$ cat src/rtl/add_pkg.sv
// Shared definitions for the fixed-point adder handshake: Q8.7 sign-magnitude format
// constants and the accumulation sequencer state encoding.
package add_pkg;
    localparam int W_FX   = 16;
    localparam int Q_FRAC = 7;
    localparam logic [W_FX-1:0] NEG_ZERO = 16'h8000;

    typedef enum logic [2:0] {
        S_IDLE,
        S_LOAD,
        S_FETCH,
        S_ISSUE,
        S_WAIT_BUSY,
        S_WAIT_RDY,
        S_FIN
    } add_seq_state_t;
endpackage

$ cat src/rtl/add_seq_master.sv
// Accumulates N sign-magnitude operands by issuing repeated two-operand adds to a shared
// adder over the cs_add/rdy_add handshake; aborts with err if the adder stops responding.
module add_seq_master
    import add_pkg::*;
#(
    parameter int W       = W_FX,
    parameter int LEN_W   = 8,
    parameter int TIMEOUT = 16
) (
    input  logic             clk,
    input  logic             rst,
    input  logic             start,
    input  logic [LEN_W-1:0] len,
    input  logic             in_valid,
    input  logic [W-1:0]     in_data,
    output logic             in_ready,
    output logic             busy,
    output logic             done,
    output logic             err,
    output logic [W-1:0]     result,
    output logic             cs_add,
    output logic [W-1:0]     x,
    output logic [W-1:0]     y,
    input  logic [W-1:0]     sum,
    input  logic             rdy_add
);
    localparam int TW = $clog2(TIMEOUT + 1);
    localparam logic [W-1:0] NEG_Z = {1'b1, {(W-1){1'b0}}};

    add_seq_state_t   state_q, state_d;
    logic [LEN_W-1:0] cnt_q, cnt_d;
    logic [W-1:0]     acc_q, acc_d;
    logic [W-1:0]     x_q, x_d;
    logic [W-1:0]     y_q, y_d;
    logic [W-1:0]     result_q, result_d;
    logic [TW-1:0]    tmo_q, tmo_d;
    logic             busy_q, busy_d;
    logic             done_q, done_d;
    logic             err_q, err_d;
    logic             tmo_hit;
    logic             last_elem;

    assign tmo_hit   = (tmo_q == TW'(TIMEOUT - 1));
    assign last_elem = (cnt_q == LEN_W'(1));

    always_ff @(posedge clk or negedge rst) begin
        if (!rst) begin
            state_q  <= S_IDLE;
            cnt_q    <= '0;
            acc_q    <= '0;
            x_q      <= '0;
            y_q      <= '0;
            result_q <= '0;
            tmo_q    <= '0;
            busy_q   <= 1'b0;
            done_q   <= 1'b0;
            err_q    <= 1'b0;
        end else begin
            state_q  <= state_d;
            cnt_q    <= cnt_d;
            acc_q    <= acc_d;
            x_q      <= x_d;
            y_q      <= y_d;
            result_q <= result_d;
            tmo_q    <= tmo_d;
            busy_q   <= busy_d;
            done_q   <= done_d;
            err_q    <= err_d;
        end
    end

    always_comb begin
        state_d  = state_q;
        cnt_d    = cnt_q;
        acc_d    = acc_q;
        x_d      = x_q;
        y_d      = y_q;
        result_d = result_q;
        tmo_d    = '0;
        busy_d   = busy_q;
        done_d   = 1'b0;
        err_d    = 1'b0;
        unique case (state_q)
            S_IDLE: begin
                if (start) begin
                    cnt_d  = len;
                    busy_d = 1'b1;
                    if (len == '0) begin
                        acc_d   = '0;
                        state_d = S_FIN;
                    end else begin
                        state_d = S_LOAD;
                    end
                end
            end
            S_LOAD: begin
                if (in_valid) begin
                    acc_d   = in_data;
                    cnt_d   = cnt_q - LEN_W'(1);
                    state_d = last_elem ? S_FIN : S_FETCH;
                end
            end
            S_FETCH: begin
                if (in_valid) begin
                    x_d     = acc_q;
                    y_d     = in_data;
                    state_d = S_ISSUE;
                end
            end
            S_ISSUE, S_WAIT_BUSY, S_WAIT_RDY: begin
                tmo_d = tmo_q + TW'(1);
                // Timeout outranks a same-cycle handshake so an abort never issues a request.
                if (tmo_hit) begin
                    err_d   = 1'b1;
                    busy_d  = 1'b0;
                    state_d = S_IDLE;
                end else if (state_q == S_ISSUE && rdy_add) begin
                    tmo_d   = '0;
                    state_d = S_WAIT_BUSY;
                end else if (state_q == S_WAIT_BUSY && !rdy_add) begin
                    tmo_d   = '0;
                    state_d = S_WAIT_RDY;
                end else if (state_q == S_WAIT_RDY && rdy_add) begin
                    // The adder may return negative zero; keep the accumulator canonical.
                    acc_d   = (sum == NEG_Z) ? '0 : sum;
                    cnt_d   = cnt_q - LEN_W'(1);
                    tmo_d   = '0;
                    state_d = last_elem ? S_FIN : S_FETCH;
                end
            end
            S_FIN: begin
                result_d = acc_q;
                done_d   = 1'b1;
                busy_d   = 1'b0;
                state_d  = S_IDLE;
            end
            default: state_d = S_IDLE;
        endcase
    end

    always_comb begin
        in_ready = (state_q == S_LOAD) || (state_q == S_FETCH);
        cs_add   = (state_q == S_ISSUE) && rdy_add && !tmo_hit;
    end

    assign busy   = busy_q;
    assign done   = done_q;
    assign err    = err_q;
    assign result = result_q;
    assign x      = x_q;
    assign y      = y_q;
endmodule

$ cat config.mk
export PLATFORM = sky130hd
export DESIGN_NAME = add_seq_master
export DESIGN_NICKNAME = d
export VERILOG_FILES = /design/src/rtl/add_pkg.sv /design/src/rtl/add_seq_master.sv
export SDC_FILE = /design/constraint.sdc
export NUM_CORES = 1
export LEC_CHECK = 0
export CORE_MARGIN = 2
export CORE_UTILIZATION = 43
export CTS_BUF_LIST = sky130_fd_sc_hd__clkbuf_4
export DETAILED_ROUTE_END_ITERATION = 16
export PLACE_DENSITY = 0.81
export SYNTH_ARGS = -nofsm -noshare
export SYNTH_HDL_FRONTEND = slang
export SYNTH_SLANG_ARGS = --single-unit
export TNS_END_PERCENT = 100
$ cat constraint.sdc
create_clock -name clk -period 6.1 [get_ports clk]
set_clock_uncertainty 0.05 [all_clocks]
set_input_delay 1.22 -clock clk [delete_from_list [all_inputs] [get_ports clk]]
set_output_delay 1.22 -clock clk [all_outputs]
set_load 0.005 [all_outputs]
==> metrics.cfg <==
[status]
status = complete, no violations

[synthesis]
synth_cells = 376
ys_ff_latch = 83
yosysWarnings = 0
ys.flop_type = dfrtp_1
async_flop_share = 1.00
synth_edf_count = 0
synth_fp_nets = 425
synth_area_um2 = 3990
ys_types = 53
synth-seq-area-share = 0.520
syn_avg_cell_area_um2 = 10.6

[power]
p_leak_nw = 2.32
ir_drop_v = 0.000205
power_density_nw_per_um2 = 469

[die]
initial_core_util = 0.438
core_um2 = 9110
dieArea_um2 = 10100
die_x_um = 100
std_cell_rows = 35
die_y_um = 100
io_pins = 98

[clock_tree]
clock_latency_ps = 420
htreeDepth = 3
cts_tree = done
post_cts_buffers = 0
cts_buffers = 9
cts_root_buffer = clkbuf_4
clock_sinks = 83
hold_buffers = 0
clk_pin_slew_ps = 140
ctsResizeCount = 0
clockBufferDepth = 2

[timing]
hold_viol_final = 0
setup_viol = 0
setup_tns_ps = 0
fin_crit_sh = 0.676
worstMarginPinSlew_ps = 1040
slew_violations = 0
rsz0062_at_grt = no
fmax_mhz = 243
max_slew_margin = 0.307
fin_crit_ps = 4120
worst_slack_ps = 1980

[global_routing]
grt_max_degree = 84
grt_pass1_wl_mm = 16.5
grt_usage = 0.208
antenna_found_initial = 0
grt_overflow_total = 0
grt_pass1_vias = 3268

[finish]
num_antenna_cells = 0
seqCellArea_um2 = 2080
area_growth_pct = 29.3
multi_input_area_um2 = 1780
n_fill_cell = 820
post-route-util = 0.567
instances_no_fill = 583
drive_gt1_frac = 0.104
nets = 516

[place]
dp_hpwl_mm = 7.36
io_buffer_count = 97
dp.cells = 567
place_congestion = 0.900
dpl_worst_slack_ps = 1990

[setup_path]
slowest_delay_ps = 640
critical_path_arrival_ps = 2850
cp-end-kind = output port
slowest_stage = clkdlybuf4s50_1
crit_required_ps = 4830
crit_chain = clkdlybuf4s50_1 -> nor2b_1 -> and3_1 -> clkdlybuf4s50_1
path_buf_inv = 2
cp_top_family = buffers and inverters
cp_max_fo = 10
startpoint_type = input pin
path_class = input pin to output port
crit_top_cell = clkdlybuf4s50_1

[drt]
drc = 0
postRouteAntennaNets = 0
vias_per_cell = 5.59
vias = 3260
drt-initial-drc-count = 221
dr.pass1.iters = 4
wl_per_cell_um = 17.4
totalWireLength_mm = 10.2

[job]
maxCapViolCount = 0

[worst_hold_path]
min-delay-path-class = flop to flop

[cell type report]
class | instances | share of cell area
Timing Repair Buffer | 100 | 0.192
Inverter | 8 | 0.00581
Clock inverter | 7 | 0.0162
Sequential cell | 83 | 0.402
Tap cell | 111 | 0.0269
Multi-Input combinational cell | 265 | 0.344
Clock buffer | 9 | 0.0131
[worst register-to-register path, cell delays in order (launching register included)]
cell and delay [ps]:
dfrtp_1 420, ha_1 230, and3_1 190, ha_1 310, nor2b_1 280, mux2i_1 140
nor2_1 810, a22o_1 280
[report_power, final]
| group | internal, mW | switching (mW) |
|---|---|---|
| clock network | 0.133 | 0.206 |
| registers | 0.764 | 0.181 |
| logic | 0.616 | 0.523 |
[layout by cell type, fill, tap and decap left out, types with 2 or more instances in the layout]
cell type and count:
a211o_1 2, a21oi_1 6, a22o_1 23, a31oi_1 4
a32o_1 3, and2_1 3, and3_1 6, buf_4 4
clkbuf_4 9, clkdlybuf4s50_1 96, clkinv_4 2, dfrtp_1 83
ha_1 4, inv_1 5, inv_2 3, inv_8 2
mux2_1 13, mux2_2 20, mux2i_1 13, nand2_1 70
nand2b_1 3, nand3_1 5, nand3b_1 2, nand4_1 5
nor2_1 16, nor2b_1 3, nor3_1 7, nor4_1 7
o211a_1 2, o211ai_1 3, o21ai_0 14, o21ai_1 2
o22a_1 2, o2bb2ai_1 2, o31ai_1 3, or2_2 2
or3_1 3
[cell families after synthesis]
group           after synthesis  synth area share
buf+inv                      28            0.0351
xor+xnor                      2           0.00439
fa+ha+maj                     4            0.0125
flops                        83             0.520
simple gates                139             0.164
compound gates               74             0.139
mux                          46             0.126
[cells in the mapped netlist (all sizes together), types with 7 or more instances]
master / n / share of area
mux2i: 13 / 0.033
mux2: 33 / 0.093
dfrtp: 83 / 0.52
nand2: 71 / 0.067
buf: 17 / 0.025
o21ai: 16 / 0.020
nor2: 17 / 0.017
nor3: 7 / 0.0088
inv: 8 / 0.0075
nor4: 7 / 0.011
a22o: 23 / 0.050
[path summary, 6_finish.rpt]
check | slack [ps] | cells past startpoint | end | start
setup / recovery | 1980 | 4 | cs_add | rdy_add
hold / removal | 420 | 1 | tmo_q[0] | tmo_q[0]
setup reg to reg | 3330 | 7 | acc_q[14] | tmo_q[0]
hold reg to reg | 420 | 1 | tmo_q[0] | tmo_q[0]
max in group asynchronous | 4430 | 1 | x[7] | rst
min in group asynchronous | 890 | 1 | state_q[0] | rst
[state kept, by name (all words and copies together) (netlist names)]
| signal | flops |
|---|---|
| tmo_q | 5 |
| err | 1 |
| done | 1 |
| result | 16 |
| acc_q | 16 |
| state_q | 3 |
| y | 16 |
| busy | 1 |
| cnt_q | 8 |
| x | 16 |
[routing by layer]
metal | up-vias | wire [um] | GRT usage
met3 | 10 | 547 | 0.0411
met5 | - | 0 | 0
met4 | 0 | 134 | 0.0685
li1 | 1544 | - | -
met2 | 107 | 4890 | 0.331
met1 | 1599 | 4590 | 0.286
[stage by stage]
stage / power [mW] / hold slack, ps / area (um^2)
2_1_floorplan: 1.58 / 383 / 3990
3_3_place_gp: 2.05 / 398 / 5010
3_5_place_dp: 2.09 / 409 / 5010
4_1_cts: 2.43 / 428 / 5160
5_1_grt: 2.59 / 444 / 5160
6_report: 2.42 / 421 / 5160
No activity file was read; power rests on OpenSTA's default activity.
